File: src/rtl/mips_multicycle_ctrl_pkg.sv
// Shared encodings for the multicycle MIPS control unit:
// opcodes, funct codes, ALU codes, FSM states and the control bundle.
package mips_multicycle_ctrl_pkg;

  localparam logic [2:0] ALU_AND = 3'b000;
  localparam logic [2:0] ALU_OR  = 3'b001;
  localparam logic [2:0] ALU_ADD = 3'b010;
  localparam logic [2:0] ALU_SUB = 3'b110;
  localparam logic [2:0] ALU_SLT = 3'b111;

  localparam logic [5:0] OP_R    = 6'b000000;
  localparam logic [5:0] OP_LW   = 6'b100011;
  localparam logic [5:0] OP_SW   = 6'b101011;
  localparam logic [5:0] OP_BEQ  = 6'b000100;
  localparam logic [5:0] OP_ADDI = 6'b001000;
  localparam logic [5:0] OP_J    = 6'b000010;

  localparam logic [5:0] FN_ADD = 6'b100000;
  localparam logic [5:0] FN_SUB = 6'b100010;
  localparam logic [5:0] FN_AND = 6'b100100;
  localparam logic [5:0] FN_OR  = 6'b100101;
  localparam logic [5:0] FN_SLT = 6'b101010;

  typedef enum logic [3:0] {
    S_FETCH    = 4'd0,
    S_DECODE   = 4'd1,
    S_MEMADDR  = 4'd2,
    S_MEMREAD  = 4'd3,
    S_MEMWB    = 4'd4,
    S_MEMWRITE = 4'd5,
    S_EXEC     = 4'd6,
    S_RTWB     = 4'd7,
    S_BRANCH   = 4'd8,
    S_JUMP     = 4'd9,
    S_ADDIEX   = 4'd10,
    S_ADDIWB   = 4'd11,
    S_TRAP     = 4'd12
  } state_t;

  typedef struct packed {
    logic       pc_write;
    logic       pc_write_cond;
    logic       i_or_d;
    logic       mem_read;
    logic       mem_write;
    logic       ir_write;
    logic       mem_to_reg;
    logic       reg_dst;
    logic       reg_write;
    logic       alu_src_a;
    logic [1:0] alu_src_b;
    logic [1:0] pc_source;
    logic [2:0] alu_ctrl;
    logic       instr_done;
  } ctl_t;

  function automatic ctl_t ctl_idle();
    ctl_t c;
    c = '0;
    c.alu_ctrl = ALU_ADD;
    return c;
  endfunction

endpackage

File: src/rtl/mips_multicycle_ctrl_alu_decode.sv
// Funct field to ALU operation code, with a flag
// marking funct values the core implements.
module mips_multicycle_ctrl_alu_decode
  import mips_multicycle_ctrl_pkg::*;
(
  input  logic [5:0] funct,
  output logic [2:0] code,
  output logic       valid
);

  always_comb begin
    code  = ALU_ADD;
    valid = 1'b1;
    unique case (1'b1)
      (funct == FN_ADD): code = ALU_ADD;
      (funct == FN_SUB): code = ALU_SUB;
      (funct == FN_AND): code = ALU_AND;
      (funct == FN_OR):  code = ALU_OR;
      (funct == FN_SLT): code = ALU_SLT;
      default:           valid = 1'b0;
    endcase
  end

endmodule

File: src/rtl/mips_multicycle_ctrl.sv
// Multicycle MIPS control FSM: sequences fetch through writeback
// and drives the datapath selects and the ALU operation code.
module mips_multicycle_ctrl
  import mips_multicycle_ctrl_pkg::*;
#(
  parameter bit EXC_ON_ILLEGAL = 1'b1
) (
  input  logic       clk,
  input  logic       rst,
  input  logic [5:0] Opcode,
  input  logic [5:0] Funct,
  input  logic       Zero,
  input  logic       MemReady,
  output logic       PCWrite,
  output logic       PCWriteCond,
  output logic       IorD,
  output logic       MemRead,
  output logic       MemWrite,
  output logic       IRWrite,
  output logic       MemtoReg,
  output logic       RegDst,
  output logic       RegWrite,
  output logic       AluSrcA,
  output logic [1:0] AluSrcB,
  output logic [1:0] PCSource,
  output logic [2:0] AluCtrl,
  output logic       InstrDone,
  output logic       Exception
);

  state_t     state, state_next;
  logic       is_sw, is_sw_next;
  logic [2:0] r_code, r_code_next;
  logic [2:0] dec_code;
  logic       dec_valid;
  logic       exc;
  ctl_t       raw, ctl;

  // Zero feeds the datapath PC-write gate, not this FSM.
  logic unused_zero;
  assign unused_zero = Zero;

  mips_multicycle_ctrl_alu_decode u_dec (
    .funct (Funct),
    .code  (dec_code),
    .valid (dec_valid)
  );

  always_ff @(posedge clk) begin
    if (rst) begin
      state  <= S_FETCH;
      is_sw  <= 1'b0;
      r_code <= ALU_ADD;
      exc    <= 1'b0;
    end else begin
      state  <= state_next;
      is_sw  <= is_sw_next;
      r_code <= r_code_next;
      if (state_next == S_TRAP) exc <= 1'b1;
    end
  end

  always_comb begin
    raw         = ctl_idle();
    state_next  = state;
    is_sw_next  = is_sw;
    r_code_next = r_code;
    unique case (state)
      S_FETCH: begin
        raw.mem_read  = 1'b1;
        raw.alu_src_b = 2'b01;
        if (MemReady) begin
          raw.ir_write = 1'b1;
          raw.pc_write = 1'b1;
          state_next   = S_DECODE;
        end
      end
      S_DECODE: begin
        raw.alu_src_b = 2'b11;
        // Opcode/Funct are only trusted here, so latch what later states need.
        is_sw_next  = (Opcode == OP_SW);
        r_code_next = dec_code;
        unique case (1'b1)
          (Opcode == OP_LW) || (Opcode == OP_SW):
            state_next = S_MEMADDR;
          (Opcode == OP_R) && dec_valid:
            state_next = S_EXEC;
          (Opcode == OP_BEQ):
            state_next = S_BRANCH;
          (Opcode == OP_J):
            state_next = S_JUMP;
          (Opcode == OP_ADDI):
            state_next = S_ADDIEX;
          default: begin
            if (EXC_ON_ILLEGAL) begin
              state_next = S_TRAP;
            end else begin
              state_next     = S_FETCH;
              raw.instr_done = 1'b1;
            end
          end
        endcase
      end
      S_MEMADDR: begin
        raw.alu_src_a = 1'b1;
        raw.alu_src_b = 2'b10;
        state_next    = is_sw ? S_MEMWRITE : S_MEMREAD;
      end
      S_MEMREAD: begin
        raw.mem_read = 1'b1;
        raw.i_or_d   = 1'b1;
        if (MemReady) state_next = S_MEMWB;
      end
      S_MEMWB: begin
        raw.reg_write  = 1'b1;
        raw.mem_to_reg = 1'b1;
        raw.instr_done = 1'b1;
        state_next     = S_FETCH;
      end
      S_MEMWRITE: begin
        raw.mem_write = 1'b1;
        raw.i_or_d    = 1'b1;
        if (MemReady) begin
          raw.instr_done = 1'b1;
          state_next     = S_FETCH;
        end
      end
      S_EXEC: begin
        raw.alu_src_a = 1'b1;
        raw.alu_ctrl  = r_code;
        state_next    = S_RTWB;
      end
      S_RTWB: begin
        raw.reg_write  = 1'b1;
        raw.reg_dst    = 1'b1;
        raw.instr_done = 1'b1;
        state_next     = S_FETCH;
      end
      S_BRANCH: begin
        raw.alu_src_a     = 1'b1;
        raw.alu_ctrl      = ALU_SUB;
        raw.pc_write_cond = 1'b1;
        raw.pc_source     = 2'b01;
        raw.instr_done    = 1'b1;
        state_next        = S_FETCH;
      end
      S_JUMP: begin
        raw.pc_write   = 1'b1;
        raw.pc_source  = 2'b10;
        raw.instr_done = 1'b1;
        state_next     = S_FETCH;
      end
      S_ADDIEX: begin
        raw.alu_src_a = 1'b1;
        raw.alu_src_b = 2'b10;
        state_next    = S_ADDIWB;
      end
      S_ADDIWB: begin
        raw.reg_write  = 1'b1;
        raw.instr_done = 1'b1;
        state_next     = S_FETCH;
      end
      S_TRAP: state_next = S_TRAP;
      default: state_next = S_FETCH;
    endcase
    // Reset kills enables immediately so an abandoned access has no side effect.
    ctl = rst ? ctl_idle() : raw;
  end

  assign PCWrite     = ctl.pc_write;
  assign PCWriteCond = ctl.pc_write_cond;
  assign IorD        = ctl.i_or_d;
  assign MemRead     = ctl.mem_read;
  assign MemWrite    = ctl.mem_write;
  assign IRWrite     = ctl.ir_write;
  assign MemtoReg    = ctl.mem_to_reg;
  assign RegDst      = ctl.reg_dst;
  assign RegWrite    = ctl.reg_write;
  assign AluSrcA     = ctl.alu_src_a;
  assign AluSrcB     = ctl.alu_src_b;
  assign PCSource    = ctl.pc_source;
  assign AluCtrl     = ctl.alu_ctrl;
  assign InstrDone   = ctl.instr_done;
  assign Exception   = exc;

endmodule

File: config.mk
export PLATFORM = sky130hd
export DESIGN_NAME = mips_multicycle_ctrl
export DESIGN_NICKNAME = d
export VERILOG_FILES = /design/src/rtl/mips_multicycle_ctrl_pkg.sv /design/src/rtl/mips_multicycle_ctrl_alu_decode.sv /design/src/rtl/mips_multicycle_ctrl.sv
export SDC_FILE = /design/constraint.sdc
export NUM_CORES = 1
export LEC_CHECK = 0
export BUFFER_PORTS_ARGS = -buffer_cell sky130_fd_sc_hd__buf_2
export CAP_MARGIN = 0
export CORE_MARGIN = 4
export CORE_UTILIZATION = 30
export CTS_CLUSTER_DIAMETER = 100
export DETAILED_ROUTE_END_ITERATION = 7
export PLACE_DENSITY = 0.64
export SETUP_SLACK_MARGIN = 0.4
export SLEW_MARGIN = 40
export SYNTH_ARGS = -nofsm -noshare
export SYNTH_HDL_FRONTEND = slang
export SYNTH_HIERARCHICAL = 1
export SYNTH_SLANG_ARGS = --single-unit
export TNS_END_PERCENT = 30
File: constraint.sdc
create_clock -name clk -period 2.1 [get_ports clk]
set_input_delay 0.42 -clock clk [delete_from_list [all_inputs] [get_ports clk]]
set_output_delay 0.42 -clock clk [all_outputs]
set_load 0.005 [all_outputs]
* Word level (Yosys, flattened, before mapping)
Cells that the tools add are included.
Storage, ports and cells: register bits after elaboration 9, word-level logic and storage cells 62
Cells by class: eq/ne operators 23, muxes and demuxes 24, reductions and logical operators 11
Operators by type and width (number):
- 6-bit equality test, second input constant | 7
- 4-bit one-hot mux with 8 select lines | 1
- 4-bit equality test, second input constant | 6
- 4-bit one-hot mux with 5 select lines | 1
- 18-bit 2-to-1 mux | 1
- 4-bit by 3-bit equality test with 1-bit output, second input constant | 4
- 4-bit 2-to-1 mux | 3
- 3-bit one-hot mux with 4 select lines | 1
- 1-bit 2-to-1 mux | 11
- 5-bit OR reduction | 2
- 4-bit by 2-bit equality test with 1-bit output, second input constant | 2
- 6-bit by 2-bit equality test with 1-bit output, second input constant | 1
- 6-bit by 3-bit equality test with 1-bit output, second input constant | 1
- 6-bit by 4-bit equality test with 1-bit output, second input constant | 1
- 6-bit logical NOT | 1
- 2-bit one-hot mux with 3 select lines | 1
- 3-bit one-hot mux with 2 select lines | 1
- 2-bit OR reduction | 3
- 4-bit by 1-bit equality test with 1-bit output, second input constant | 1
- 4-bit logical NOT | 1
- 1-bit one-hot mux with 2 select lines | 2
- 2-bit one-hot mux with 2 select lines | 1
- 4-bit OR reduction | 1
- 3-bit 2-to-1 mux | 1
- 3 further kinds | 3

* Logic depth before layout (Yosys ltp)
Gate-level depths: netlist of run 1.
word-level depth 7, mapped depth 6, mapped depth without buffers 6

* Cells and area by module
The synthesis of run 1 kept the hierarchy.
By module, submodules not included:
- mips_multicycle_ctrl | instances 1, cells an instance 117, area an instance 859.6 um^2, seq. area each 180.2 um^2
- mips_multicycle_ctrl_alu_decode | instances 1, cells an instance 9, area an instance 75.1 um^2, seq. area each 0.0 um^2

* Worst setup path after synthesis of run 1
Ideal clock, no wire load.
path type input to output, from input rst, to output PCSource[0], arrival 1.333 ns, required time 1.680 ns, path slack 0.347 ns, cell stages on the path 4, path through clkbuf_1 -> buf_1 -> nor4_1 -> buf_4
Between the ends: longest elaborated chain between the ends 1
RTL lines:
- start: declaration | line mips_multicycle_ctrl.sv:9 | input logic rst,
- 18-bit 2-to-1 mux | line mips_multicycle_ctrl.sv:167 | ctl = rst ? ctl_idle() : raw;
- end: declaration | line mips_multicycle_ctrl.sv:25 | output logic [1:0] PCSource,
No other way between the ends.

* Final worst setup path of run 1
from register state[2], to output PCWrite
Between the ends: longest elaborated chain between the ends 3, elaborated cells on any way between the ends 4, those cells by class eq/ne (1); mux (2); reduce/logical (1)
RTL lines:
- start: declaration | line mips_multicycle_ctrl.sv:31 | state_t state, state_next;
- start signal: assignment | line mips_multicycle_ctrl.sv:56 | state <= state_next;
- 4-bit equality test / 4-bit logical NOT (equally long branches) | line mips_multicycle_ctrl.sv:68 | unique case (state)
- 1-bit one-hot mux with 2 select lines * | line mips_multicycle_ctrl.sv:68
- 18-bit 2-to-1 mux * | line mips_multicycle_ctrl.sv:167
- end: declaration | line mips_multicycle_ctrl.sv:14 | output logic PCWrite,
Every way passes the cells marked *; elsewhere a longest branch is shown, timed or not.

==> flow_metrics.tcl, run 1 <==
set metrics [dict create \
    status "completed" \
    ys_top_cells_by_area "dfxtp_1, nand2b_1, nor3_1" \
    setup_ws_ns 0.146 \
    tightest_slew_ns 0.583 \
    async_flop_share_pct 0 \
    worstSetupEndpointType "primary output" \
    holdPathEnd "Exception" \
    required_ns 1.68 \
    use_met2_pct 24.5 \
    synth_top_area_share_pct 19.3 \
    cts_buffers 3 \
    ys_ff_latch 9 \
    synth.avg_cell_area_um2 7.42 \
    n_antenna_cell 0 \
    vias 1073 \
    synth_edf_count 0 \
    final_nets 181 \
    grt_pass1_wl_mm 4.65 \
    fill_cells 299 \
    yosys.area.top_type "dfxtp_1" \
    antenna_left 0 \
    grt_use_total_pct 13.9 \
    fp.coreArea_mm2 0.00288 \
    post_drt_wl_per_cell_um 13.0 \
    dp_slack_ns 0.147 \
    grtUsageMet1_pct 16.9 \
    layout-drive-gt1-share_pct 37.8 \
    final_cells 206 \
    setup_tns_ns 0 \
    syn_area_um2 935 \
    skew_ns 0.000728 \
    rr_startpoint "state[3]" \
    vias_per_cell 5.21 \
    max_freq_ghz 0.512 \
    antenna_found_initial 0 \
    ir_drop_mv 0.234 \
    start_util_pct 32.5 \
    maxSlewViolCount 0 \
    cts.sinks 9 \
    wl_mm 2.68 \
    p_per_area_mw_per_mm2 436 \
    grt_pass1_vias 1066 \
    clkTransAtPathRegs_ns 0.06 \
    worstHoldPathType "flop to flop" \
    dpl.hpwl_mm 2.10 \
    yosysWarningCount 6 \
    drc 0 \
    overflow 0 \
    critPathMaxFanout 6 \
    maxCapViolations 0 \
    dr.pass1.iters 4 \
    cts-htree-levels 1 \
    synth-main-ff-cell "dfxtp_1" \
    busiest_layer "met2" \
    ys_seq_area_share_pct 19.3 \
    drt_iter0_markers 96 \
    min_from "Exception" \
    rr_worst_depth 5 \
    dpl-instance-area_mm2 0.00115 \
    ios 35 \
    crit_path_start_kind "flop" \
    cts_root_buf "clkbuf_4" \
    rsz0062_at_grt "true" \
    stdcell_area_mm2 0.00125 \
    total_power_uw 546 \
    dp_cells 197 \
    num_rows 19 \
    cts_tree "done" \
    cp_data_arrival_time_ns 1.53 \
    finalHoldViolCount 0 \
    min_period_ns 1.95 \
    routabilityCongestion 0.819 \
    synthCells 126 \
    worstHoldPathCells 2 \
    syn_to_final_growth_pct 34.0 \
    setup_viol 0 \
    clock_latency_ns 0.26 \
    die_w_um 63.8 \
    grt_max_degree 19 \
    p_leak_uw 0.000509 \
    critical_path_class "flop to primary output" \
    dieArea_mm2 0.00407 \
    syn_nets 142 \
    met3_usage_pct 2.28 \
    io_buffer_count 33 \
    synth_cell_type_count 46 \
    die_y_um 63.8 \
    fin_crit_sh_pct 93.1 \
    ff2ff_setup_slack_ns 0.32 \
    reg2reg_to "Exception" \
    slew_headroom_pct 60.8 \
    cts_max_path_buffers 2 \
]
-- through the flow --
step                util [%]  hold slack (ns)
finish                  43.5            0.458
global route            43.5            0.494
CTS                     42.6            0.464
detailed placement      39.9            0.450
global placement        39.9            0.443
floorplan                  -            0.432
-- kinds of logic after synthesis --
kind of cell	count (synthesis)	share of synthesized area (%)
XOR/XNOR	2	1.87
flip-flops	9	19.3
AO/OA/AOI/OAI	27	18.7
AND/OR/NAND/NOR	70	47.8
multiplexers	4	4.42
buffers and inverters	14	7.90
-- synthesized netlist by cell type, types with 2 or more instances --
cell and count:
dfxtp_1 9, buf_4 2, buf_2 5, clkbuf_1 2
and3_1 2, nor4_1 6, nor2b_1 5, a21oi_1 8
mux2i_1 3, nor4b_1 2, a31oi_1 2, nand3_1 2
nor3b_1 3, or4bb_1 2, inv_1 3, or3_1 2
nor2_1 9, nand2_1 7, o211ai_1 2, nor3_1 9
a211oi_1 3, or4b_1 2, nand2b_1 9, o21ai_0 5
-- power by group --
part	leakage [uW]	total [uW]	switching, uW	internal [uW]
combinational	0.000419	221	115	105
clock	0.0000150	135	61.9	73.3
sequential	0.0000753	190	11.6	178
total	0.000509	546	189	357
-- critical path, stage by stage (launching register included) --
cell,delay (ns)
dfxtp_4,0.36
or4b_4,0.54
nor3_4,0.14
or2_1,0.12
buf_2,0.10
-- layout make-up --
| cell class | instances | area (um^2) | share of cell area [%] |
|---|---|---|---|
| repair buffers | 45 | 259 | 20.7 |
| inverters | 3 | 11.3 | 0.899 |
| clock buffers | 4 | 26.3 | 2.10 |
| multi-input cells | 103 | 713 | 56.9 |
| well taps | 42 | 52.6 | 4.20 |
| flip-flops and latches | 9 | 190 | 15.2 |
-- sequential cells by signal, indices dropped and copies added, names as in the netlist --
name / flops
Exception: 1
is_sw: 1
r_code: 3
state: 4
-- worst max path at each step --
stage | to | start
floorplan | PCWrite | state[3]
global placement | PCWrite | MemReady
detailed placement | PCWrite | MemReady
CTS | PCWrite | state[2]
global route | PCWrite | state[2]
finish | PCWrite | state[2]
-- timing repair --
item	CTS	global route
gates resized for setup	10	4
pin swaps	1	0
setup buffers	3	2
hold buffers	0	0
endpoints found under the setup margin	19	20
-- layout by cell type (no fill, tap or decap), drive strengths merged, types with 2 or more instances in the layout --
| cell type | n |
|---|---|
| or4b | 3 |
| clkbuf | 4 |
| nor2b | 5 |
| a31oi | 2 |
| nor4b | 2 |
| or4bb | 2 |
| or3 | 2 |
| inv | 3 |
| nand2 | 7 |
| mux2i | 3 |
| nand3 | 2 |
| a21oi | 8 |
| nor4 | 6 |
| o211ai | 2 |
| nor3b | 3 |
| nor3 | 10 |
| nand2b | 10 |
| o21ai | 6 |
| and3 | 2 |
| nor2 | 9 |
| a211oi | 3 |
| buf | 45 |
| dfxtp | 9 |
-- per-layer routing --
layer  wire [um]  up-vias
met5           0        -
met4          36        0
met3         206        5
met2        1270       39
met1        1160      482
li1            -      547
(Power assumes the default switching activity.)
==> run 2: changes to the inputs <==
--- a/config.mk
+++ b/config.mk
@@ -5,7 +5,7 @@
 export SDC_FILE = /design/constraint.sdc
 export NUM_CORES = 1
 export LEC_CHECK = 0
-export BUFFER_PORTS_ARGS = -buffer_cell sky130_fd_sc_hd__buf_2
+export BUFFER_PORTS_ARGS = -buffer_cell sky130_fd_sc_hd__buf_4
 export CAP_MARGIN = 0
 export CORE_MARGIN = 4
 export CORE_UTILIZATION = 30
==> flow_metrics.tcl, run 2 (synthesis results as in run 1) <==
set metrics [dict create \
    wl_mm 2.65 \
    cp_data_arrival_time_ns 1.50 \
    skew_ns 0.00225 \
    cts_tree "done" \
    worstHoldPathCells 3 \
    vias 1068 \
    cts_hold_buf 0 \
    crit_slowest_cell "or4b_4" \
    dieArea_mm2 0.00407 \
    grt_max_degree 20 \
    n_antenna_cell 0 \
    critical_path_class "flop to primary output" \
    antenna_found_initial 0 \
    fin_crit_sh_pct 91.2 \
    p_per_area_mw_per_mm2 410 \
    cts_buffers 3 \
    worstHoldPathType "input port to flop" \
    maxSlewViolCount 0 \
    critPathMaxFanout 3 \
    fp.coreArea_mm2 0.00288 \
    maxCapViolations 0 \
    drc 0 \
    p_leak_uw 0.000529 \
    die_y_um 63.8 \
    dpl.hpwl_mm 2.12 \
    largest_register_ffs 4 \
    min_from "Opcode[3]" \
    reg2reg_to "Exception" \
    clkTransAtPathRegs_ns 0.06 \
    cts_max_path_buffers 2 \
    vias_per_cell 5.18 \
    antenna_left 0 \
    rr_startpoint "state[2]" \
    ir_drop_mv 0.173 \
    max_freq_ghz 0.522 \
    holdPathEnd "is_sw" \
    io_buffer_count 33 \
    num_rows 19 \
    cts.sinks 9 \
    finalHoldViolCount 0 \
    crit_path_start_kind "flop" \
    setup_tns_ns 0 \
    die_w_um 63.8 \
    final_cell_mix "buf_4, nand2b_1, nor2_1, a21oi_1" \
    critPathTopFamily "simple AND/OR/NAND/NOR gates" \
    worstSetupEndpointType "primary output" \
    rsz0062_at_grt "true" \
    grt_pass1_wl_mm 4.55 \
    layout-drive-gt1-share_pct 40.9 \
    reg_top3 "state: 4 flops, r_code: 3 flops" \
    whs_ns 0.466 \
    status "completed" \
    grt_pass1_vias 1044 \
    routabilityCongestion 0.820 \
    overflow 0 \
    final_common_cell "buf_4" \
    path_buf_inv 1 \
    top_register "state" \
    required_ns 1.68 \
    grt_use_total_pct 13.2 \
    min_period_ns 1.92 \
    cts_root_buf "clkbuf_4" \
    setup_viol 0 \
    syn_to_final_growth_pct 47.0 \
    ff2ff_setup_slack_ns 0.23 \
    drt_iter0_markers 71 \
    rr_worst_depth 6 \
    cts-htree-levels 1 \
    dr.pass1.iters 4 \
    start_util_pct 32.5 \
    clock_latency_ns 0.26 \
    cp_slowest_stage_delay_ns 0.53 \
    path_cells "or4b_4 -> nor3_4 -> or2_1 -> buf_4" \
    post_drt_wl_per_cell_um 12.9 \
    ios 35 \
    final_nets 181 \
    tightest_slew_ns 0.460 \
    slew_headroom_pct 69.0 \
]
-- run 2: cell counts in the layout (fill, tap and decap cells not counted) --
Identical to the previous run, type by type.
-- run 2: final cells by class --
cell class | instances | area, um^2
Clock buffer | 4 | 26.3
Fill cell | 307 | 1500
Inverter | 3 | 13.8
Multi-Input combinational cell | 103 | 739
Sequential cell | 9 | 193
Tap cell | 42 | 52.6
Timing Repair Buffer | 45 | 349
-- run 2: worst register-to-register path, cell delays in order (launching register included) --
cell	delay [ns]
dfxtp_4	0.35
buf_4	0.15
buf_6	0.13
or4b_1	0.50
a2111o_1	0.42
nand3_1	0.12
o41ai_1	0.08
-- run 2: worst max-delay path by stage --
stage | start | end | slack [ns] | depth (start not counted)
final | state[2] | PCWrite | 0.18 | 4
after global routing | state[2] | PCWrite | 0.12 | 4
after CTS | state[2] | PCWrite | 0.16 | 4
after detailed placement | MemReady | PCWrite | 0.19 | 5
after global placement | MemReady | PCWrite | 0.21 | 5
after floorplan | state[3] | PCWrite | 0.37 | 4
-- run 2: power breakdown --
part / internal, uW / switching, uW / total (uW)
Sequential: 177 / 14.2 / 191
Clock: 73.1 / 58.8 / 132
Combinational: 126 / 114 / 240
Total: 377 / 187 / 564
-- run 2: layer usage --
layer	wire length (um)	GRT usage, %
met1	1180	16.9
met2	1270	22.3
met3	190	2.63
met4	9	4.04
met5	0	0
-- run 2: timing repair --
item / 4_1_cts / 5_1_grt
setup buffers: 1 / 3
resized for setup: 18 / 8
endpoints found under the hold margin: 0 / 0
endpoints found under the setup margin: 19 / 19
pin swaps: 2 / 1
-- run 2: stage by stage --
step / power [uW] / setup slack [ns] / cells / util [%] / area [um^2]
6_report: 564 / 0.184 / 206 / 47.8 / 1370
4_1_cts: 553 / 0.158 / 203 / 46.2 / 1330
3_5_place_dp: 405 / 0.195 / 198 / 43.1 / 1240
2_1_floorplan: 320 / 0.368 / 126 / - / 941
5_1_grt: 603 / 0.124 / 206 / 47.8 / 1370
3_3_place_gp: 399 / 0.207 / 198 / 43.1 / 1240
